### config.mk
export PLATFORM = sky130hd
export DESIGN_NAME = pc_btb_fetch
export DESIGN_NICKNAME = d
export VERILOG_FILES = /design/src/rtl/pc_btb_fetch.sv
export SDC_FILE = /design/constraint.sdc
export NUM_CORES = 2
export LEC_CHECK = 0
export CORE_MARGIN = 1.5
export CORE_UTILIZATION = 39
export DETAILED_ROUTE_END_ITERATION = 6
export GPL_TIMING_DRIVEN = 1
export PLACE_DENSITY = 0.54
export SYNTH_ARGS = -nofsm -noshare
export SYNTH_HDL_FRONTEND = slang
export SYNTH_SLANG_ARGS = --single-unit
export TNS_END_PERCENT = 100
### constraint.sdc
create_clock -name clk -period 4.9 [get_ports clk]
set_input_delay 1.225 -clock clk [delete_from_list [all_inputs] [get_ports clk]]
set_output_delay 1.225 -clock clk [all_outputs]
set_load 0.05 [all_outputs]
### src/rtl/pc_btb_fetch.sv
// Fetch-PC generator with a direct-mapped BTB and 2-bit saturating counters.
// EX redirects override the prediction; EX update beats train the BTB.
module pc_btb_fetch #(
    parameter int              XLEN        = 32,
    parameter logic [XLEN-1:0] RESET_PC    = '0,
    parameter int              BTB_ENTRIES = 16
) (
    input  logic            clk,
    input  logic            rst_n,
    input  logic            stall,
    input  logic            redirect,
    input  logic [XLEN-1:0] redirect_pc,
    input  logic            upd_valid,
    input  logic [XLEN-1:0] upd_pc,
    input  logic            upd_taken,
    input  logic [XLEN-1:0] upd_target,
    output logic [XLEN-1:0] pc,
    output logic            pred_taken,
    output logic [XLEN-1:0] pred_target
);

    localparam int IDX_W = $clog2(BTB_ENTRIES);
    localparam int TAG_W = XLEN - IDX_W - 2;

    logic [BTB_ENTRIES-1:0] valid_mem;
    logic [TAG_W-1:0]       tag_mem [BTB_ENTRIES];
    logic [XLEN-1:0]        tgt_mem [BTB_ENTRIES];
    logic [1:0]             ctr_mem [BTB_ENTRIES];

    logic [IDX_W-1:0] lk_idx;
    logic [TAG_W-1:0] lk_tag;
    logic             lk_hit;
    logic [IDX_W-1:0] up_idx;
    logic [TAG_W-1:0] up_tag;
    logic             up_hit;
    logic [XLEN-1:0]  up_tgt;
    logic [XLEN-1:0]  pc_next;

    assign lk_idx = pc[IDX_W+1:2];
    assign lk_tag = pc[XLEN-1:IDX_W+2];
    assign lk_hit = valid_mem[lk_idx] && (tag_mem[lk_idx] == lk_tag);

    assign pred_taken  = lk_hit && ctr_mem[lk_idx][1];
    assign pred_target = lk_hit ? tgt_mem[lk_idx] : '0;

    assign up_idx = upd_pc[IDX_W+1:2];
    assign up_tag = upd_pc[XLEN-1:IDX_W+2];
    assign up_hit = valid_mem[up_idx] && (tag_mem[up_idx] == up_tag);
    assign up_tgt = {upd_target[XLEN-1:2], 2'b00};

    // Redirect beats stall; stall beats the prediction.
    always_comb begin
        pc_next = pc + XLEN'(4);
        if (redirect)
            pc_next = {redirect_pc[XLEN-1:2], 2'b00};
        else if (stall)
            pc_next = pc;
        else if (pred_taken)
            pc_next = pred_target;
    end

    always_ff @(posedge clk or negedge rst_n) begin
        if (!rst_n)
            pc <= RESET_PC;
        else
            pc <= pc_next;
    end

    // Training ignores stall/redirect; lookups see pre-edge contents.
    always_ff @(posedge clk or negedge rst_n) begin
        if (!rst_n) begin
            valid_mem <= '0;
            for (int i = 0; i < BTB_ENTRIES; i++) begin
                tag_mem[i] <= '0;
                tgt_mem[i] <= '0;
                ctr_mem[i] <= 2'b00;
            end
        end else if (upd_valid) begin
            if (up_hit) begin
                if (upd_taken) begin
                    if (ctr_mem[up_idx] != 2'b11)
                        ctr_mem[up_idx] <= ctr_mem[up_idx] + 2'd1;
                    tgt_mem[up_idx] <= up_tgt;
                end else if (ctr_mem[up_idx] != 2'b00) begin
                    ctr_mem[up_idx] <= ctr_mem[up_idx] - 2'd1;
                end
            end else if (upd_taken) begin
                valid_mem[up_idx] <= 1'b1;
                tag_mem[up_idx]   <= up_tag;
                tgt_mem[up_idx]   <= up_tgt;
                ctr_mem[up_idx]   <= 2'b10;
            end
        end
    end

endmodule

After elaboration in Yosys (flattened, before gate mapping)
Cells that the tools add are included.
{"block": "totals", "ff_bits": 1008, "in_bits": 102, "wordCells": 122}
{"block": "op_classes", "addsub": 3, "n_lt_le_gt_ge": 6, "n_eq_ne": 5, "muxes": 40, "n_bitwise": 7, "reduce_logical": 11}
{"operator": "$bwmux 512", "n": 1}
{"operator": "$bwmux 416", "n": 1}
{"operator": "$mux 32", "n": 12}
{"operator": "$bmux 26 s4", "n": 2}
{"operator": "$mux 26", "n": 5}
{"operator": "$bmux 32 s4", "n": 1}
{"operator": "$demux 32 s4", "n": 1}
{"operator": "$demux 26 s4", "n": 1}
{"operator": "$bwmux 32", "n": 2}
{"operator": "$eq 26x26->1", "n": 2}
{"operator": "$add 32x3->32 const B", "n": 1}
{"operator": "$or 16x16->16", "n": 2}
{"operator": "$and 16x16->16", "n": 1}
{"operator": "$bmux 2 s4", "n": 2}
{"operator": "$not 16->16", "n": 1}
{"operator": "$ge 5x5->1 const B", "n": 2}
{"operator": "$lt 4x5->1 const B", "n": 2}
{"operator": "$mux 2", "n": 5}
{"operator": "$not 4->5", "n": 2}
{"operator": "$bmux 1 s4", "n": 2}
{"operator": "$demux 2 s4", "n": 1}
{"operator": "$reduce_bool 2->1", "n": 3}
{"operator": "$logic_and 1x1->1", "n": 5}
{"operator": "$lt 5x1->1 const B", "n": 1}
{"operator": "12 further kinds", "n": 14}

Longest topological paths before layout
{"block": "logic_depth", "word_depth": 10, "ltp_mapped": 17, "ltp_nobuf": 10}

Worst setup path after synthesis
OpenSTA, ideal clock, no wires.
{"block": "synth_timing", "path_kind": "reg-to-output", "startpoint": "register pc[2]", "endpoint": "output pred_target[10]", "arrival_time_ns": 4.245, "required_ns": 3.675, "slack_ns": -0.570, "stages_incl_launch_ff": 13, "n_path_buf": 5, "path_cell_list": "dfrtp_1 -> buf_2 -> buf_2 -> buf_1 -> mux4_2 -> mux2i_1 -> xnor2_1 -> nor4_1 -> a21oi_1 -> nor4_2 -> buf_2 -> clkbuf_1 -> and3_1"}
{"block": "synth_via", "elab_chain_len": 7, "elab_cells_between_ends": 12}
{"element": "start, declared", "line": "17", "text": "output logic [XLEN-1:0] pc,"}
{"element": "start signal, assigned", "line": "66", "text": "pc <= pc_next;"}
{"element": "$not 4->5 (implied by the code)", "line": "41, 44"}
{"element": "$bmux 26 s4", "line": "41", "text": "assign lk_hit = valid_mem[lk_idx] && (tag_mem[lk_idx] == lk_tag);"}
{"element": "$mux 26 (implied by the code) (2 in a row)", "line": "41"}
{"element": "$eq 26x26->1", "line": "41"}
{"element": "$logic_and 1x1->1", "line": "41"}
{"element": "$mux 32 (*)", "line": "44", "text": "assign pred_target = lk_hit ? tgt_mem[lk_idx] : '0;"}
{"element": "end, declared", "line": "19", "text": "output logic [XLEN-1:0] pred_target"}
Mark *: on every way between the ends. The rest lies on a longest branch, timed or not. The select of a mux whose other input is x is not followed.

Worst setup path after layout
{"block": "layout_timing", "startpoint": "register pc[2]", "endpoint": "output pred_target[14]"}
The elaborated chain is that of the path after synthesis.

==> results.sh <==
export IMPL_final_max_slew_viol_count=0
export IMPL_final_fill_count=11300
export IMPL_peakVddDrop_mv=0.346
export IMPL_status="finished with violations"
export IMPL_dp_hpwl_mm=96.6
export IMPL_first_pass_iters=5
export IMPL_cp_data_required_time_ns=3.67
export IMPL_area_growth_pct=19.3
export IMPL_io_pins=167
export IMPL_clock_latency_ns=0.77
export IMPL_clkSinkCount=974
export IMPL_die_x_um=362
export IMPL_ff2ff_path_depth=17
export IMPL_violations="setup timing"
export IMPL_wl_per_cell_um=28.7
export IMPL_r2r_start="pc[2]"
export IMPL_fin_area_sq_um=60100
export IMPL_dp_cells=5251
export IMPL_worstMarginPinSlew_ns=1.15
export IMPL_antenna_found_initial=12
export IMPL_rrSetupSlack_ns=0.79
export IMPL_max_slew_margin=0.235
export IMPL_fin_nets=3834
export IMPL_min_period_ns=5.42
export IMPL_syn_inst=3485
export IMPL_grt_overflow=0
export IMPL_hp_start="tgt_mem[422]"
export IMPL_p_per_area_nw_per_um2=417
export IMPL_criticalPathCategory="register to primary output"
export IMPL_min_path_cells=2
export IMPL_syn_avg_cell_area_sq_um=14.5
export IMPL_finalCritPeriodShare=1.11
export IMPL_via_per_inst=5.75
export IMPL_die_area_sq_um=131000
export IMPL_antenna_cells=0
export IMPL_die_y_um=362
export IMPL_final_cell_count_no_fill=5478
export IMPL_cts_tree="yes"
export IMPL_r2r_end="pc[10]"
export IMPL_cts_buffer_depth=3
export IMPL_hold_violations=0
export IMPL_met3_length_mm=9.56
export IMPL_htree_levels=3
export IMPL_clk_pin_slew_ns=0.06
export IMPL_wl_met1_mm=71.7
export IMPL_synth_edf_count=0
export IMPL_p_leak_nw=26.1
export IMPL_drc_errors=0
export IMPL_clock_skew_ns=0.0622
export IMPL_via_count=31500
export IMPL_synth_distinct_cells=68
export IMPL_setup_viol=31
export IMPL_drtIter0Drc=2114
export IMPL_grt_pass1_vias=32700
export IMPL_drive_gt1_frac=0.476
export IMPL_worst_slack_ns=-0.524
export IMPL_top_layer="met5"
export IMPL_ant_nets=0
export IMPL_grt_max_degree=101
export IMPL_start_kind="register"
export IMPL_rsz0062_at_grt="yes"
export IMPL_synth_main_ff_cell="dfrtp_1"
export IMPL_port_buffer_count=156
export IMPL_initial_core_util=0.394
export IMPL_ys_seq_area_frac=0.484
export IMPL_row_count=131
export IMPL_ctsHoldBuffers=0
export IMPL_place_area_sq_um=55700
export IMPL_crit_fanout=24
export IMPL_tns_ns=-15.62
export IMPL_final_cell_mix="dfrtp_1, mux2_2, mux4_2, nand2_1, buf_4"
export IMPL_root_buffer="clkbuf_16"
export IMPL_cp_end_kind="primary output"
export IMPL_gp_congestion=0.825
export IMPL_synth_warnings=0
export IMPL_wl_met2_mm=71.9
export IMPL_core_area_sq_um=128000
export IMPL_synth_seq_cells=974
export IMPL_max_cap_violations=0
export IMPL_hold_path_class="register to register"
export IMPL_grt_pass1_wl_mm=233
export IMPL_routed_wirelength_mm=157
export IMPL_whs_endpoint="tgt_mem[422]"
export IMPL_syn_area_sq_um=50400
export IMPL_cp_arrival_ns=4.20
export IMPL_max_freq_ghz=0.184
export IMPL_synthArstFlopShare=1.00
export IMPL_numCtsBuffers=111
export IMPL_gr_usage_all_layers=0.241
export IMPL_layout_commonest_cell="dfrtp_1"
[layer usage]
| metal | vias to the layer above | track usage |
|---|---|---|
| met5 | - | 0 |
| met4 | 18 | 0.0583 |
| met3 | 229 | 0.0458 |
| met2 | 886 | 0.375 |
| met1 | 17000 | 0.346 |
| li1 | 13300 | - |
[stage by stage]
step / utilization / power (mW) / worst slack (ns) / hold slack, ns
final: 0.470 / 25.1 / -0.524 / 0.469
after global placement: 0.436 / 16.3 / -0.344 / 0.457
after CTS: 0.468 / 25.2 / -0.615 / 0.473
after floorplan: - / 14.4 / -0.0469 / 0.441
after detailed placement: 0.436 / 16.4 / -0.336 / 0.458
after global routing: 0.470 / 26.1 / -0.618 / 0.492
[flip-flops by register name, indices dropped and copies added (netlist names)]
name and flops:
tgt_mem 480, tag_mem 416, pc 30, ctr_mem 32, valid_mem 16
[area by class of cell]
| class | count | area (sq um) | share of cell area |
|---|---|---|---|
| multi-input combinational | 2179 | 24800 | 0.412 |
| tap | 1662 | 2080 | 0.0346 |
| sequential | 974 | 24400 | 0.406 |
| clock buffer | 166 | 3300 | 0.0548 |
| clock inverter | 34 | 483 | 0.00804 |
| timing repair buffer | 446 | 5020 | 0.0836 |
| inverter | 17 | 68.8 | 0.00115 |
[cells by family after synthesis]
kind of cell               share of synthesized area
AOI/OAI and AO/OA                             0.0203
xor gates and xnor gates                      0.0184
adders and majority gates                   0.000745
and+or+nand+nor                               0.0528
muxes                                          0.391
buffers and inverters                         0.0328
DFF                                            0.484
other                                      0.0000744
[cells in the mapped netlist, drive strengths merged, types with 15 or more instances]
| cell type | instances | area share |
|---|---|---|
| buf | 164 | 0.020 |
| nand3 | 24 | 0.0024 |
| a31oi | 24 | 0.0030 |
| nor3 | 16 | 0.0021 |
| xor2 | 30 | 0.0052 |
| mux4 | 363 | 0.16 |
| a22oi | 15 | 0.0022 |
| nor2 | 59 | 0.0075 |
| mux2 | 854 | 0.20 |
| nand2 | 364 | 0.027 |
| xnor2 | 76 | 0.013 |
| clkbuf | 154 | 0.011 |
| o21ai | 58 | 0.0058 |
| a21oi | 18 | 0.0018 |
| dfrtp | 974 | 0.48 |
| mux2i | 123 | 0.024 |
| inv | 17 | 0.0013 |
| or2 | 17 | 0.0021 |
| and3 | 32 | 0.0040 |
[critical path, cell delays in order, from the launching register on]
cell and delay [ns]:
dfrtp_4 0.47, buf_12 0.19, buf_12 0.12, mux4_2 0.47, mux4_2 0.63, xor2_1 0.19, or4_4 0.44, nor4_4 0.20
buf_12 0.19, buf_12 0.16, and3_4 0.21, buf_12 0.13
[worst max path at each step]
stage | from | endpoint | slack (ns) | cells after the start
2_1_floorplan | pc[2] | pred_target[24] | -0.05 | 12
3_5_place_dp | upd_pc[3] | ctr_mem[21] | -0.34 | 15
4_1_cts | pc[2] | pred_target[9] | -0.61 | 12
3_3_place_gp | upd_pc[3] | tag_mem[359] | -0.34 | 14
5_1_grt | pc[2] | pred_target[10] | -0.62 | 11
6_report | pc[2] | pred_target[14] | -0.52 | 11
[power by group]
part           internal, mW  total, mW  leakage [nW]  switching, mW
logic                  3.32       5.84          11.8           2.52
registers              9.57       10.6          12.4           1.02
clock network          5.02       8.61          1.85           3.60
[repair_timing]
item,in CTS,in global routing
setup buffers,10,12
pin swaps,1,13
gates resized for setup,30,22
cloned,1,4
endpoints found under the setup margin,31,31
No activity file was read; power rests on OpenSTA's default activity.
